[src/rtl/fp_pkg.sv]
// Shared types and constants for the iterative binary64 multiplier.
package fp_pkg;

   // Control states of the multiplier sequencer
   typedef enum logic [2:0] {
      IDLE  = 3'd0,
      MUL   = 3'd1,
      NORM  = 3'd2,
      ROUND = 3'd3,
      DONE  = 3'd4
   } state_t;

   localparam int MANT_W = 53;   // significand width including hidden bit
   localparam int PROD_W = 106;  // full significand product width

   // Exponents are carried as 13-bit two's complement throughout
   localparam logic signed [12:0] EXP_BIAS = 13'sd1023;
   localparam logic signed [12:0] EMIN     = -13'sd1022;
   localparam logic signed [12:0] EMAX     = 13'sd1023;

   localparam logic [63:0] QNAN_DEFAULT = 64'h7FF8_0000_0000_0000;

   // Counter value of the final shift-add iteration (53 iterations: 0..52)
   localparam logic [5:0] MUL_LAST = 6'd52;

   // Signed infinity pattern
   function automatic logic [63:0] inf_of(input logic sign);
      return {sign, 11'h7FF, 52'h0};
   endfunction

endpackage

[src/rtl/fp_round_pack.sv]
// Round-to-nearest-even and binary64 packing of a normalised product.
// prod holds the significand with the binary point after bit 104.
module fp_round_pack
   import fp_pkg::*;
(
   input  logic         sign,
   input  logic [12:0]  exp_in,
   input  logic [104:0] prod,
   input  logic         sticky,
   output logic [63:0]  result,
   output logic         overflow,
   output logic         underflow,
   output logic         inexact
);

   logic [52:0] sig;
   logic        guard;
   logic        sticky_all;
   logic        round_up;
   logic        tiny;
   logic [53:0] sig_inc;
   logic [52:0] sig_fin;
   logic [12:0] exp_fin;
   logic [10:0] exp_biased;

   // Round the 53-bit significand and select overflow / denormal / normal encoding
   always_comb begin
      sig        = prod[104:52];
      guard      = prod[51];
      sticky_all = sticky | (|prod[50:0]);
      round_up   = guard & (sig[0] | sticky_all);
      tiny       = ~sig[52];
      sig_inc    = {1'b0, sig} + {53'd0, round_up};
      if (sig_inc[53]) begin
         // carry out of the significand: 2^53 becomes 2^52 with exponent bump
         sig_fin = sig_inc[53:1];
         exp_fin = exp_in + 13'd1;
      end else begin
         sig_fin = sig_inc[52:0];
         exp_fin = exp_in;
      end
      // low 11 bits suffice: only used when exp_fin lies in -1022..1023
      exp_biased = exp_fin[10:0] + $unsigned(EXP_BIAS[10:0]);
      inexact    = guard | sticky_all;
      overflow   = 1'b0;
      underflow  = 1'b0;
      if ($signed(exp_fin) > EMAX) begin
         result   = inf_of(sign);
         overflow = 1'b1;
         inexact  = 1'b1;
      end else if (!sig_fin[52]) begin
         result    = {sign, 11'h000, sig_fin[51:0]};
         underflow = tiny & inexact;
      end else begin
         result = {sign, exp_biased, sig_fin[51:0]};
      end
   end

endmodule

[src/rtl/fp_mul_iter.sv]
// Iterative binary64 multiplier fed by decomposed operands.
// Handshake: a transfer happens on a rising edge where valid and ready are both 1;
// in_ready is high only in IDLE, out_valid stays high with result/flags stable
// until the edge where out_ready is also high.
module fp_mul_iter
   import fp_pkg::*;
#(
   parameter logic [63:0] QNAN = QNAN_DEFAULT
) (
   input  logic        clk,
   input  logic        rst_n,
   input  logic        in_valid,
   output logic        in_ready,
   input  logic        a_sign,
   input  logic        b_sign,
   input  logic [11:0] a_exponent,
   input  logic [11:0] b_exponent,
   input  logic [52:0] a_mantissa,
   input  logic [52:0] b_mantissa,
   input  logic        a_is_nan,
   input  logic        a_is_inf,
   input  logic        a_is_zero,
   input  logic        b_is_nan,
   input  logic        b_is_inf,
   input  logic        b_is_zero,
   output logic        out_valid,
   input  logic        out_ready,
   output logic [63:0] result,
   output logic        flag_invalid,
   output logic        flag_overflow,
   output logic        flag_underflow,
   output logic        flag_inexact
);

   state_t       state, state_nxt;
   logic [105:0] prod_q;
   logic [105:0] mcand_q;
   logic [52:0]  mplier_q;
   logic [12:0]  exp_q;
   logic [5:0]   cnt_q;
   logic         sticky_q;
   logic         sign_q;

   logic         accept;
   logic         special;
   logic [63:0]  special_result;
   logic         special_invalid;
   logic         prod_nz;
   logic         norm_rshift;
   logic         norm_lshift;

   logic [63:0]  rp_result;
   logic         rp_overflow;
   logic         rp_underflow;
   logic         rp_inexact;

   assign in_ready = (state == IDLE);
   assign accept   = in_valid & in_ready;
   assign special  = a_is_nan | a_is_inf | a_is_zero | b_is_nan | b_is_inf | b_is_zero;

   // Result for NaN / infinity / zero operands, produced without iterating
   always_comb begin
      special_invalid = 1'b0;
      if (a_is_nan | b_is_nan | (a_is_inf & b_is_zero) | (a_is_zero & b_is_inf)) begin
         special_result  = QNAN;
         special_invalid = 1'b1;
      end else if (a_is_inf | b_is_inf) begin
         special_result = inf_of(a_sign ^ b_sign);
      end else begin
         special_result = {a_sign ^ b_sign, 63'h0};
      end
   end

   // Normalisation decisions: right shift has priority, left shift only above EMIN
   always_comb begin
      prod_nz     = |prod_q;
      norm_rshift = prod_q[105] | (($signed(exp_q) < EMIN) & prod_nz);
      norm_lshift = ~prod_q[104] & ($signed(exp_q) > EMIN) & prod_nz;
   end

   // State register
   always_ff @(posedge clk or negedge rst_n) begin
      if (!rst_n) state <= IDLE;
      else        state <= state_nxt;
   end

   // Next-state logic
   always_comb begin
      state_nxt = state;
      case (state)
         IDLE:    if (accept) state_nxt = special ? DONE : MUL;
         MUL:     if (cnt_q == MUL_LAST) state_nxt = NORM;
         NORM:    if (!norm_rshift && !norm_lshift) state_nxt = ROUND;
         ROUND:   state_nxt = DONE;
         DONE:    if (out_valid && out_ready) state_nxt = IDLE;
         default: state_nxt = IDLE;
      endcase
   end

   // Operand capture, shift-add loop and normalisation shifts
   always_ff @(posedge clk or negedge rst_n) begin
      if (!rst_n) begin
         prod_q   <= '0;
         mcand_q  <= '0;
         mplier_q <= '0;
         exp_q    <= '0;
         cnt_q    <= '0;
         sticky_q <= 1'b0;
         sign_q   <= 1'b0;
      end else begin
         case (state)
            IDLE: if (accept) begin
               sign_q   <= a_sign ^ b_sign;
               exp_q    <= {a_exponent[11], a_exponent} + {b_exponent[11], b_exponent};
               mcand_q  <= {53'd0, a_mantissa};
               mplier_q <= b_mantissa;
               prod_q   <= '0;
               cnt_q    <= '0;
               sticky_q <= 1'b0;
            end
            MUL: begin
               if (mplier_q[0]) prod_q <= prod_q + mcand_q;
               mcand_q  <= mcand_q << 1;
               mplier_q <= mplier_q >> 1;
               cnt_q    <= cnt_q + 6'd1;
            end
            NORM: begin
               if (norm_rshift) begin
                  prod_q   <= prod_q >> 1;
                  sticky_q <= sticky_q | prod_q[0];
                  exp_q    <= exp_q + 13'd1;
               end else if (norm_lshift) begin
                  prod_q <= prod_q << 1;
                  exp_q  <= exp_q - 13'd1;
               end
            end
            default: ;
         endcase
      end
   end

   fp_round_pack u_round_pack (
      .sign      (sign_q),
      .exp_in    (exp_q),
      .prod      (prod_q[104:0]),
      .sticky    (sticky_q),
      .result    (rp_result),
      .overflow  (rp_overflow),
      .underflow (rp_underflow),
      .inexact   (rp_inexact)
   );

   // Result/flag registers and output valid; valid rises one cycle after entering DONE
   always_ff @(posedge clk or negedge rst_n) begin
      if (!rst_n) begin
         result         <= '0;
         flag_invalid   <= 1'b0;
         flag_overflow  <= 1'b0;
         flag_underflow <= 1'b0;
         flag_inexact   <= 1'b0;
         out_valid      <= 1'b0;
      end else begin
         if (accept && special) begin
            result         <= special_result;
            flag_invalid   <= special_invalid;
            flag_overflow  <= 1'b0;
            flag_underflow <= 1'b0;
            flag_inexact   <= 1'b0;
         end else if (state == ROUND) begin
            result         <= rp_result;
            flag_invalid   <= 1'b0;
            flag_overflow  <= rp_overflow;
            flag_underflow <= rp_underflow;
            flag_inexact   <= rp_inexact;
         end
         if (state == DONE) out_valid <= ~(out_valid & out_ready);
         else               out_valid <= 1'b0;
      end
   end

endmodule

[config.mk]
export PLATFORM = sky130hd
export DESIGN_NAME = fp_mul_iter
export DESIGN_NICKNAME = d
export VERILOG_FILES = /design/src/rtl/fp_pkg.sv /design/src/rtl/fp_round_pack.sv /design/src/rtl/fp_mul_iter.sv
export SDC_FILE = /design/constraint.sdc
export NUM_CORES = 1
export LEC_CHECK = 0
export ABC_AREA = 0
export BUFFER_PORTS_ARGS = -buffer_cell sky130_fd_sc_hd__buf_4
export CORE_UTILIZATION = 55
export DETAILED_ROUTE_END_ITERATION = 10
export GPL_TIMING_DRIVEN = 0
export PLACE_DENSITY_LB_ADDON = 0.3
export SYNTH_ARGS = -nofsm -noshare
export SYNTH_HDL_FRONTEND = slang
export SYNTH_SLANG_ARGS = --single-unit
[constraint.sdc]
create_clock -name clk -period 4 [get_ports clk]
set_input_delay 0.2 -clock clk [delete_from_list [all_inputs] [get_ports clk]]
set_output_delay 0.2 -clock clk [all_outputs]
set_load 0.01 [all_outputs]
**Word level (Yosys, flattened, before mapping)**

Cells that the tools add are included.

- Register bits after elaboration: 358
- Input bits: 142
- Output and inout port bits: 70
- Logic and storage cells: 126

- Add/subtract/negate cells: 7
- Magnitude comparators: 3
- Equal/unequal tests: 12
- Muxes and demuxes: 46
- Bitwise gates (word level): 26
- Reductions and logical operators: 18

Operators by type and width:

| cell | count |
|---|---|
| $mux 106 | 5 |
| $pmux 106 s3 | 1 |
| $pmux 106 s2 | 1 |
| $mux 64 | 3 |
| $mux 63 | 3 |
| $add 106x106->106 | 1 |
| $mux 53 | 2 |
| $pmux 53 s2 | 1 |
| $reduce_or 106->1 | 1 |
| $add 53x1->54 | 1 |
| $mux 13 | 4 |
| $reduce_or 51->1 | 1 |
| $gt 13x11->1 const B | 2 |
| $pmux 13 s2 | 1 |
| $mux 1 | 16 |
| $mux 3 | 5 |
| $pmux 3 s5 | 1 |
| $or 1x1->1 | 14 |
| $add 12x12->13 | 1 |
| $add 13x1->13 const B | 1 |
| $lt 13x11->1 const B | 1 |
| $sub 13x1->13 const B | 1 |
| $pmux 6 s2 | 1 |
| $add 11x10->11 const B | 1 |
| 21 further kinds | 43 |

**Depth between registers and ports, before layout**

- Depth in word-level cells: 11
- Gate-level depth with buffers: 19
- Mapped depth without buffers: 14

**Modules after synthesis**

From an unflattened synthesis, not the netlist that was laid out.

- Cell total of the unflattened synthesis: 3492
- Area, all modules: 26476.6 um^2

Modules (own cells, without submodules):

| module | instances | cells each | area each (um^2) | seq. area each (um^2) |
|---|---|---|---|---|
| fp_mul_iter | 1 | 3118 | 24227.0 | 8958.6 |
| fp_round_pack | 1 | 374 | 2249.7 | 0.0 |

**Worst setup path after synthesis**

No wires, ideal clock.

- Path kind: register to register
- Start: register prod_q[0]
- End: register prod_q[92]
- Arrival time: 3396 ps
- Required time: 3917 ps
- Slack: 521 ps
- Stages on the path, launching flop included: 15
- Buffers on the path: 1
- Cells stage by stage: dfrtp_1 ha_1 fa_1 a211oi_1 o211ai_1 a221o_1 o311ai_1 a2111oi_0 or3b_1 clkbuf_1 a211o_1 nand3_1 o21ai_0 xnor2_1 o21ai_0

- Cells in the longest elaborated chain, start to end: 5
- Elaborated cells between the ends (all ways): 10
- Classes of those cells: add/sub (1); eq/ne (1); mux (3); bitwise (3); reduce/logical (2)

Ends and longest elaborated chain:

| element | line | text |
|---|---|---|
| start, declared | fp_mul_iter.sv:36 | `logic [105:0] prod_q;` |
| start signal, assigned | fp_mul_iter.sv:122 | `if (mplier_q[0]) prod_q <= prod_q + mcand_q;` |
| start signal, assigned | fp_mul_iter.sv:129 | `prod_q <= prod_q >> 1;` |
| start signal, assigned | fp_mul_iter.sv:133 | `prod_q <= prod_q << 1;` |
| branches (longest 5 deep; another with $add 106x106->106) | - |  |

Parallel ways; which one is timed is not known. The select of a mux whose other input is x is not followed.
A chain may end at the register's enable or synchronous reset.

**Final worst setup path**

- Start: register prod_q[10]
- End: register prod_q[99]

Same word-level chain as after synthesis.

==> impl_metrics.py <==
metrics = {
    "clock_tree": {
        "cts_buffer_depth": 3,
        "cts_buffers": 42,
        "cts_sinks": 358,
        "root_buffer": "clkbuf_16",
        "h-tree-depth": 2,
        "insertion_delay_ns": 0.60,
        "cts_tree": "done",
        "path_clk_slew_ns": 0.06,
    },
    "timing": {
        "fin_skew_ns": 0.0208,
        "slew_viol_final": 0,
        "worstMarginPinSlew_ns": 1.26,
        "fin_ws_ns": 0.0973,
        "setup_viol": 0,
        "finalHoldViolCount": 0,
        "period_share_pct": 97.6,
        "period_needed_ns": 3.90,
        "slew_headroom_pct": 15.9,
        "tns_ns": 0,
        "timing.fmax_mhz": 256,
    },
    "synth": {
        "syn_area_per_cell_um2": 8.17,
        "netlist_instances": 3173,
        "ys_ff_latch": 358,
        "syn_nets": 3442,
        "synth_seq_area_share_pct": 34.5,
        "ys_types": 96,
        "netlist.area_leader.share_pct": 34.5,
        "synth_area_leader_cell": "dfrtp_1",
        "synth_area_um2": 25900,
        "netlist_top_cells_area": "dfrtp_1 35%, ha_1 6.0%, nor2_1 5.7%, nand2_1 5.1%, a21oi_1 4.4%",
        "yosysMostFrequentCell": "nor2_1",
        "synth_edf_count": 0,
        "yosys_warnings": 0,
        "ys.flop_type": "dfrtp_1",
        "async_flop_share_pct": 100,
        "netlist_top_cells_count": "393 x nor2_1, 358 x dfrtp_1, 355 x nand2_1, 227 x a21oi_1, 198 x o21ai_0",
    },
    "worst_hold_path": {
        "whs_endpoint": "state[2]",
        "hold_class": "input pin to register",
        "whs_path_depth": 4,
        "worstHoldStart": "b_is_zero",
    },
    "routing": {
        "wirelength_um": 97100,
        "first_pass_iters": 6,
        "drtIter0Drc": 3167,
        "drtAntennaViolNets": 0,
        "drc": 0,
        "vias_per_cell": 6.46,
        "vias": 27000,
        "post_drt_wl_per_cell_um": 23.2,
    },
    "finish": {
        "area_delta_synth_final_pct": 21.2,
        "layout.cells.non_filler": 4188,
        "fillers": 3778,
        "drive_gt1_share_pct": 13.0,
        "finalNetCount": 3820,
        "antenna_cells": 0,
        "fin_util_pct": 67.5,
    },
    "placement": {
        "place_ws_ns": -1.14,
        "numPortBuffers": 211,
        "dp.cells": 3994,
        "dp_hpwl_um": 71700,
        "place.gp.congestion": 1.03,
    },
    "setup_path": {
        "rrSetupSlack_ns": 0.1,
        "worstPathRequired_ns": 4.48,
        "end_kind": "register",
        "worstPathArrival_ns": 4.38,
        "cp_slowest_cell": "a211oi_4",
        "slowest_delay_ns": 0.52,
        "path_cells": "ha_1, buf_2, a21oi_1, o221ai_1, a221oi_2, a21oi_2, buf_4, a211oi_4, o21ai_1, a221oi_2, buf_4, o31a_1, o41ai_4, mux2i_1, nand2_1",
        "critical-path-top-delay-family": "compound AO/OA/AOI/OAI gates",
        "r2r_end": "prod_q[99]",
        "worstRegToRegCells": 15,
        "start_kind": "register",
        "critPathKind": "register to register",
        "r2r_start": "prod_q[10]",
        "critPathBufInv": 3,
        "cp_max_fo": 8,
    },
    "floorplanning": {
        "die_x_um": 219,
        "dieArea_um2": 48000,
        "initial_core_util_pct": 55.7,
        "fp.dieH_um": 219,
        "pin_count": 212,
        "core_region_area_um2": 46600,
        "rows": 79,
    },
    "grt": {
        "grt_overflow": 0,
        "track_usage_pct": 39.7,
        "antenna_found_initial": 1,
        "grt_pass1_wl_um": 147000,
        "grt_pass1_vias": 25800,
        "grt_max_degree": 99,
    },
    "pwr": {
        "vdd_drop_max_mv": 0.680,
        "power.density_nw_per_um2": 726,
        "p_leak_nw": 13.7,
        "fin_total_pwr_w": 0.0228,
    },
    "status": {
        "status": "complete, no violations",
    },
    "run": {
        "maxCapViolCount": 0,
    },
}
cells by family (layout without fill, tap and decap cells):
kind of cell | count (synthesis) | count (layout) | synth area share, %
AOI/OAI and AO/OA | 932 | 932 | 23.3
xor gates and xnor gates | 172 | 172 | 5.84
adders and majority gates | 127 | 127 | 6.19
buffers and inverters | 306 | 714 | 5.14
DFF | 358 | 358 | 34.5
muxes | 112 | 112 | 4.33
and+or+nand+nor | 1166 | 1166 | 20.7
metrics by stage:
step / hold slack, ns / area, µm²
after floorplan: -0.0956 / 25900
after global placement: 0.396 / 28300
after detailed placement: 0.220 / 28400
after CTS: 0.0535 / 31100
after global routing: 0.123 / 31400
final: 0.0795 / 31400
worst register-to-register path: stages (launching register included):
cell and delay (ns):
dfrtp_1 0.48, ha_1 0.33, buf_2 0.17, a21oi_1 0.19, o221ai_1 0.15, a221oi_2 0.37, a21oi_2 0.09, buf_4 0.17
a211oi_4 0.52, o21ai_1 0.21, a221oi_2 0.30, buf_4 0.18, o31a_1 0.29, o41ai_4 0.12, mux2i_1 0.18, nand2_1 0.06
area by class of cell:
class | count | area (µm²) | share of cell area, %
clock inverters | 14 | 208 | 0.661
well taps | 607 | 759 | 2.42
flip-flops and latches | 358 | 8970 | 28.5
repair buffers | 346 | 2950 | 9.38
multi-input cells | 2509 | 16000 | 50.9
inverters | 52 | 195 | 0.621
plain buffers | 242 | 1110 | 3.54
clock buffers | 60 | 1230 | 3.92
sequential cells by signal, summed over array words and instances (netlist names):
name / flops
prod_q: 106
out_valid: 1
flag_overflow: 1
state: 3
result: 64
flag_inexact: 1
cnt_q: 6
mcand_q: 106
flag_invalid: 1
mplier_q: 53
sticky_q: 1
sign_q: 1
exp_q: 13
flag_underflow: 1
repair_timing:
action,4_1_cts,5_1_grt
setup endpoints to repair,174,132
hold buffers,113,0
hold endpoints to repair,188,0
buffers inserted,4,15
pin swaps,7,23
gates resized for setup,39,66
worst max-delay path by stage:
stage	startpoint	to	cells after the start
6_report	prod_q[10]	prod_q[99]	15
5_1_grt	prod_q[74]	result[62]	17
4_1_cts	prod_q[0]	prod_q[72]	14
3_5_place_dp	prod_q[8]	prod_q[103]	13
3_3_place_gp	prod_q[8]	prod_q[103]	13
2_1_floorplan	prod_q[0]	prod_q[92]	14
per-layer routing:
layer	track usage (%)	vias up	share of wire [%]
met4	21.3	0	6.0
met3	4.88	343	7.7
met5	0	-	0
met2	65.4	1428	46
met1	51.0	13000	40
li1	-	12300	-
cell usage in the layout (no fill, tap or decap), types with 31 or more instances in the layout:
| cell type | Yosys | routed |
|---|---|---|
| xnor2_1 | 96 | 96 |
| buf_2 | 41 | 38 |
| nand2_1 | 355 | 354 |
| nand3_1 | 109 | 104 |
| nor2_1 | 393 | 390 |
| clkbuf_16 | 0 | 45 |
| nand4_1 | 76 | 76 |
| nor4_1 | 36 | 32 |
| ha_1 | 125 | 122 |
| dlygate4sd3_1 | 0 | 113 |
| o21a_1 | 75 | 75 |
| nor3_1 | 56 | 53 |
| buf_4 | 4 | 237 |
| a21o_1 | 50 | 50 |
| xor2_1 | 75 | 75 |
| o221ai_1 | 64 | 63 |
| mux2i_1 | 110 | 108 |
| o22ai_1 | 107 | 107 |
| o21ai_0 | 198 | 189 |
| a31oi_1 | 31 | 31 |
| a21oi_1 | 227 | 220 |
| dfrtp_1 | 358 | 349 |
| inv_1 | 52 | 52 |
| clkbuf_1 | 162 | 156 |
where the power goes:
group,internal (W),switching [W]
combinational,0.00483,0.00785
sequential,0.00468,0.00134
clock,0.00246,0.00164
(Power assumes the default switching activity.)
